--- config.mk ---
export PLATFORM = sky130hd
export DESIGN_NAME = conv_enc_tx
export DESIGN_NICKNAME = d
export VERILOG_FILES = /design/src/rtl/conv_pkg.sv /design/src/rtl/conv_enc_core.sv /design/src/rtl/conv_enc_tx.sv
export SDC_FILE = /design/constraint.sdc
export NUM_CORES = 1
export LEC_CHECK = 0
export BUFFER_PORTS_ARGS = -buffer_cell sky130_fd_sc_hd__buf_2
export CORE_MARGIN = 5
export CORE_UTILIZATION = 43
export CTS_BUF_LIST = sky130_fd_sc_hd__clkbuf_16
export DETAILED_ROUTE_END_ITERATION = 10
export MAX_ROUTING_LAYER = met4
export SETUP_SLACK_MARGIN = 0.5
export SLEW_MARGIN = 20
export SYNTH_ARGS = -nofsm -noshare
export SYNTH_HDL_FRONTEND = slang
export SYNTH_HIERARCHICAL = 1
export SYNTH_SLANG_ARGS = --single-unit
--- constraint.sdc ---
create_clock -name clk -period 3.8 [get_ports clk]
set_clock_uncertainty 0.05 [all_clocks]
set_input_delay 0 -clock clk [delete_from_list [all_inputs] [get_ports clk]]
set_output_delay 0 -clock clk [all_outputs]
set_load 0.03 [all_outputs]
--- src/rtl/conv_pkg.sv ---
// conv_pkg: shared constants and types for the rate-1/2, K=3 convolutional
// encoder/decoder pair.
//   K            constraint length (encoder memory is K-1 bits)
//   G0/G1_DEFAULT default generator polynomials; MSB taps the current input bit
//   state_t      transmit FSM states
//   nsym()       symbols per frame for a given message length (data + tail)
package conv_pkg;

  localparam int K = 3;

  localparam logic [K-1:0] G0_DEFAULT = 3'b111;
  localparam logic [K-1:0] G1_DEFAULT = 3'b101;

  typedef enum logic {
    IDLE = 1'b0,
    SEND = 1'b1
  } state_t;

  // Each message bit yields one symbol, and K-1 zero tail bits flush the
  // encoder memory back to zero at frame end.
  function automatic int nsym(input int msg_len);
    return msg_len + K - 1;
  endfunction

endpackage

--- src/rtl/conv_enc_core.sv ---
// conv_enc_core: convolutional encoder kernel. It holds the K-1 bit state
// register and forms the 2-bit code symbol combinationally from the current
// input bit and that state.
//   clk, rst_n  clock, async active-low reset
//   clear       force the encoder state to zero (start of a frame)
//   step        advance the state by one input bit
//   u           current input bit
//   sym         code symbol {g0, g1} for (u, state)
module conv_enc_core
  import conv_pkg::*;
#(
  parameter logic [K-1:0] G0 = G0_DEFAULT,
  parameter logic [K-1:0] G1 = G1_DEFAULT
) (
  input  logic       clk,
  input  logic       rst_n,
  input  logic       clear,
  input  logic       step,
  input  logic       u,
  output logic [1:0] sym
);

  // s[K-2] is the most recent past bit, s[0] the oldest.
  logic [K-2:0] s;
  logic [K-1:0] sr;

  assign sr  = {u, s};
  assign sym = {^(sr & G0), ^(sr & G1)};

  always_ff @(posedge clk or negedge rst_n) begin
    // NOTE: state registers use non-blocking assignments so every flop in
    // the design samples pre-edge values, independent of block ordering.
    if (!rst_n) begin
      s <= '0;
    end else if (clear) begin
      s <= '0;
    end else if (step) begin
      s <= sr[K-1:1];
    end
  end

endmodule

--- src/rtl/conv_enc_tx.sv ---
// conv_enc_tx: rate-1/2 convolutional encoder and symbol transmitter.
// Accepts a parallel message, appends K-1 zero tail bits and hands out one
// registered 2-bit symbol per rising edge of the receiver's data_ack.
//   clk, rst_n  clock, async active-low reset
//   msg_in      message word, MSB encoded first
//   msg_valid   message offered (taken only in IDLE)
//   msg_ready   block idle and able to accept a message
//   tx          current code symbol {g0, g1}; holds between requests
//   seq_rdy     frame in progress, receiver may request symbols
//   data_ack    receiver request; each rising edge pulls one symbol
//   frame_done  one-cycle pulse with the last symbol of a frame
module conv_enc_tx
  import conv_pkg::*;
#(
  parameter int           MSG_LEN = 10,
  parameter logic [K-1:0] G0      = G0_DEFAULT,
  parameter logic [K-1:0] G1      = G1_DEFAULT
) (
  input  logic               clk,
  input  logic               rst_n,
  input  logic [MSG_LEN-1:0] msg_in,
  input  logic               msg_valid,
  output logic               msg_ready,
  output logic [1:0]         tx,
  output logic               seq_rdy,
  input  logic               data_ack,
  output logic               frame_done
);

  localparam int NSYM  = nsym(MSG_LEN);
  localparam int CNT_W = $clog2(NSYM + 1);

  state_t             state;
  logic [MSG_LEN-1:0] msg_sr;
  logic [CNT_W-1:0]   sym_cnt;
  logic               ack_q;
  logic               ack_edge;
  logic               load;
  logic               step;
  logic               u;
  logic [1:0]         sym;

  assign ack_edge = data_ack & ~ack_q;
  assign load     = (state == IDLE) & msg_valid;
  assign step     = (state == SEND) & ack_edge;

  always_comb begin
    // NOTE: every always_comb output gets a default first so no path can
    // leave it unassigned and infer a latch.
    u = 1'b0;
    if (sym_cnt < CNT_W'(MSG_LEN)) begin
      u = msg_sr[MSG_LEN-1];
    end
  end

  conv_enc_core #(
    .G0 (G0),
    .G1 (G1)
  ) u_core (
    .clk   (clk),
    .rst_n (rst_n),
    .clear (load),
    .step  (step),
    .u     (u),
    .sym   (sym)
  );

  always_ff @(posedge clk or negedge rst_n) begin
    if (!rst_n) begin
      state      <= IDLE;
      msg_sr     <= '0;
      sym_cnt    <= '0;
      ack_q      <= 1'b0;
      tx         <= 2'b00;
      seq_rdy    <= 1'b0;
      msg_ready  <= 1'b1;
      frame_done <= 1'b0;
    end else begin
      // The edge detector runs in every state so a request already high on
      // entry to SEND is not mistaken for a fresh one.
      ack_q      <= data_ack;
      frame_done <= 1'b0;
      case (state)
        IDLE: begin
          if (msg_valid) begin
            msg_sr    <= msg_in;
            sym_cnt   <= '0;
            seq_rdy   <= 1'b1;
            msg_ready <= 1'b0;
            state     <= SEND;
          end
        end
        SEND: begin
          if (ack_edge) begin
            tx      <= sym;
            msg_sr  <= msg_sr << 1;
            sym_cnt <= sym_cnt + 1'b1;
            if (sym_cnt == CNT_W'(NSYM - 1)) begin
              frame_done <= 1'b1;
              seq_rdy    <= 1'b0;
              msg_ready  <= 1'b1;
              state      <= IDLE;
            end
          end
        end
        default: state <= IDLE;
      endcase
    end
  end

endmodule

==> results by stage <==
Status:
- The run finished with clean final reports.

Clock network:
- Clock tree synthesis selected as its root buffer the cell sky130_fd_sc_hd__clkbuf_16.
- The clock tree from TritonCTS is done.
- In this run the number of H-tree levels came out at 1.
- After clock tree synthesis, the clock-pin slew on the worst setup and hold paths is roughly 0.06 ns.
- The clock tree buffer depth is 2.
- The number of buffers inserted by hold repair at cts is 7.
- The number of buffers created by CTS is 3.
- The sink count of the clock tree is 23.
- Post-CTS repair changed the size of 0 cells.
- The worst-skew pair later-pin latency is ~0.25 ns.
- The buffers inserted during post-CTS setup optimization is 0.

Synthesis:
- In this run the mean area of a mapped cell was 10.66 um^2.
- The post-synth net total is between 100 and 150.
- Sorting the synthesized cells by area gives the leading types as sky130_fd_sc_hd__dfrtp_1, sky130_fd_sc_hd__mux2i_1, sky130_fd_sc_hd__nand3_1.
- During synthesis, Yosys emitted a total of 6 warnings.
- The register bit total from synthesis is 23.
- The synthesized design spends more area on one cell type than any other, namely sky130_fd_sc_hd__dfrtp_1.
- The sequential-to-total area share from yosys stat is 0.5636.
- After technology mapping, the gate count stands at 96.
- Summing every instance area after synthesis gives just over 0.001 mm^2.
- The share of synthesized area in the top cell type comes to 0.5379.
- The unique cell type count in the Yosys netlist is 21.

Die:
- The floorplan step defined a die boundary enclosing 0.003456 mm^2.
- After floorplanning, the core was divided into 17 placement rows.
- Measured along the x axis, the die boundary spans 58.79 um.
- The placeable core area is roughly 0.0022 mm^2.
- The die is between 50 and 60 um tall.
- The initial utilization of the core area, before any placement, comes to 0.4583.
- The boundary pin count is 19.

Placement:
- The post-detailed-placement half-perimeter wirelength is between 1 and 1.5 mm.
- Input and output buffers added on the ports amount to 18.
- The routability congestion estimate from global placement is 0.7751.

Power:
- The largest voltage drop on the vdd net is 0.3461 mV.
- The proportion of power drawn by the clock network is 0.302.
- Of the total power, registers draw 0.468.
- The proportion of total power due to net switching is 0.3055.
- The fraction of power consumed by combinational cells is 0.230.
- For this design the ratio of total power to cell area is a little under 600 mW/mm^2.
- The net switching power is 227.9 uW.
- The internal portion of the total power is 518.3 uW.
- The analysis attributes to cell leakage a power of roughly 0.70 nW.

Detailed routing:
- The number of vias per cell is 5.013.
- Summed over all layers, the routed wires come to around 1.9 mm.
- For this block, the via count after detailed routing is 747.
- The first TritonRoute pass finished after 4 iterations.
- The number of DRC violations after detailed routing is 0.
- The detailed router's first-iteration violation count is 16.
- The average wire per standard cell is approximately 13 um.
- The residual antenna-violating net count after detailed routing is 0.

Critical path:
- The worst-path maximum fanout is 16.
- Together, buffers and inverters on the worst path number 1.
- The standard cell with the maximum stage delay on the critical path is sky130_fd_sc_hd__dfrtp_1.
- STA puts the critical path data required time at ~3.9 ns.
- Broken down by cell family, the worst path's largest delay share belongs to simple AND/OR/NAND/NOR gates.
- Data arrives at the worst endpoint at 2.13 ns.
- The biggest cell delay along the critical path is a little over 0.7 ns.
- The worst setup path is launched from a flip-flop.
- The start point of the critical path is state.
- The setup path with the least slack is of type flip-flop to flip-flop.
- STA classifies the critical path endpoint as a flip-flop.
- The startpoint identified for the worst register-to-register timing path is state.
- Traced cell by cell, the critical path runs through nand2b_1 -> inv_1 -> nor2_4 -> o21ai_0.

STA:
- The maximum clock frequency is just under 500 MHz.
- The worst path needs 2.056 ns of the cycle, external delays included.
- Headroom to the max-slew limit came out at 0.6013.
- The max-slew violation count is 0.
- At the pin with the least slew margin, the transition time is 0.5980 ns.
- Setup repair after global routing left no endpoint under its margin.
- Setup violations remaining at the end of the flow were counted as 0.
- Dividing the final minimum period by the clock period gives 0.5411.
- Summed over all failing endpoints, the final setup total negative slack is 0 ns.
- The number of hold-slack violations in the final timing report is 0.

GRT:
- The via count of the first global-routing pass was approximately 760.
- The initial antenna violation count was 0.
- The global-route usage over all layers is 0.1283.
- The wire length of the first global-routing pass is approximately 3.2 mm.
- The pin count of the biggest net entering global routing is 24.
- The remaining global-route overflow is 0.

Layout:
- The number of inserted filler cells in the final layout is 189.
- Of the cells placed in the final design, the portion with a size suffix greater than 1 is 0.2149.
- The post-synthesis to final-layout area growth is 25.06%.
- The repair_antennas step left the layout with diodes totalling 0.
- Once layout is complete, the utilization of the core stands at 0.5731.
- The total number of nets in the final design is ~140.

Min path:
- The startpoint identified for the worst hold timing path is msg_in[9].
- The kind of path behind the tightest hold check is input port to flip-flop.

Run:
- The number of maximum-capacitance constraint violations is 0.
[stage by stage]
step / area, um^2 / hold WS (ns) / setup WS [ns] / cells / total power [mW]
5_1_grt: 1280 / 0.03512 / 1.563 / 149 / 0.7952
6_report: 1280 / 0.003131 / 1.744 / 149 / 0.7463
2_1_floorplan: 1023 / -0.3456 / 2.538 / 96 / 0.4688
4_1_cts: 1280 / 0.008128 / 1.746 / 149 / 0.7576
3_3_place_gp: 1130 / -0.04978 / 1.785 / 138 / 0.5189
3_5_place_dp: 1130 / -0.04529 / 1.759 / 138 / 0.5202
[Yosys cell counts (all sizes together)]
library cell	count
a21o	1
a21oi	1
and2	1
buf	2
clkbuf	2
dfrtp	22
dfstp	1
ha	1
inv	3
mux2i	12
nand2	13
nand2b	1
nand3	13
nand3b	1
nor2	5
nor3	1
o21ai	13
or3	1
xor2	2
[registers in the layout (all words and copies together), names as in the netlist]
signal / count
u_core/s: 2
state: 1
sym_cnt: 4
seq_rdy: 1
tx: 2
frame_done: 1
msg_ready: 1
msg_sr: 10
ack_q: 1
[metal layers]
metal,wire length [um],track usage,up-vias
li1,-,-,376
met1,885,0.1495,344
met2,871,0.2066,22
met3,106,0.02632,5
met4,41,0.06796,0
met5,0,-,-
[layout by cell type (no fill, tap or decap), drive strengths merged, types with 2 or more instances in the layout]
| cell | netlist | routed |
|---|---|---|
| dfrtp | 22 | 22 |
| buf | 2 | 18 |
| nand2 | 13 | 13 |
| o21ai | 13 | 13 |
| nand3 | 13 | 13 |
| mux2i | 12 | 12 |
| dlygate4sd3 | 0 | 7 |
| nor2 | 5 | 5 |
| inv | 3 | 3 |
| clkbuf | 2 | 3 |
| xor2 | 2 | 2 |
[power groups by stage]
stage	clock (mW)	combinational [mW]	sequential, mW
after floorplan	0	0.0929	0.376
after global placement	0	0.167	0.352
after detailed placement	0	0.167	0.353
after CTS	0.235	0.174	0.349
after global routing	0.245	0.193	0.358
final	0.225	0.172	0.349
[cells by family after synthesis]
group | Yosys count | synth area share
buf+inv | 7 | 0.02933
fa+ha+maj | 1 | 0.01222
xor+xnor | 2 | 0.01712
flops | 23 | 0.5636
simple gates | 36 | 0.1846
mux | 12 | 0.1174
compound gates | 15 | 0.07579
[worst paths after layout]
| path | endpoint | slack, ns | cells after the start |
|---|---|---|---|
| setup / recovery | msg_sr[8] | 1.74 | 4 |
| hold / removal | msg_sr[9] | 0.003 | 3 |
| setup reg to reg | msg_sr[8] | 1.74 | 4 |
| hold reg to reg | tx[1] | 0.42 | 2 |
| max in group asynchronous | msg_ready | 3.15 | 2 |
| min in group asynchronous | frame_done | 0.19 | 2 |
[final cells by class]
class                   count  area, um^2  share of cell area
clock inverters             1       5.005            0.003910
multi-input cells          66       416.7              0.3255
clock buffers               3       75.07             0.05865
flip-flops and latches     23       576.8              0.4506
repair buffers             25       160.2              0.1251
well taps                  28       35.03             0.02737
inverters                   3       11.26            0.008798
[worst register-to-register path: cells and delay by family (launching register included)]
family,cells,cell delay [ns]
flip-flops,1,0.71
AO/OA/AOI/OAI,1,0.13
AND/OR/NAND/NOR,2,0.79
buffers and inverters,1,0.24
Power figures use the tool's default switching activity.
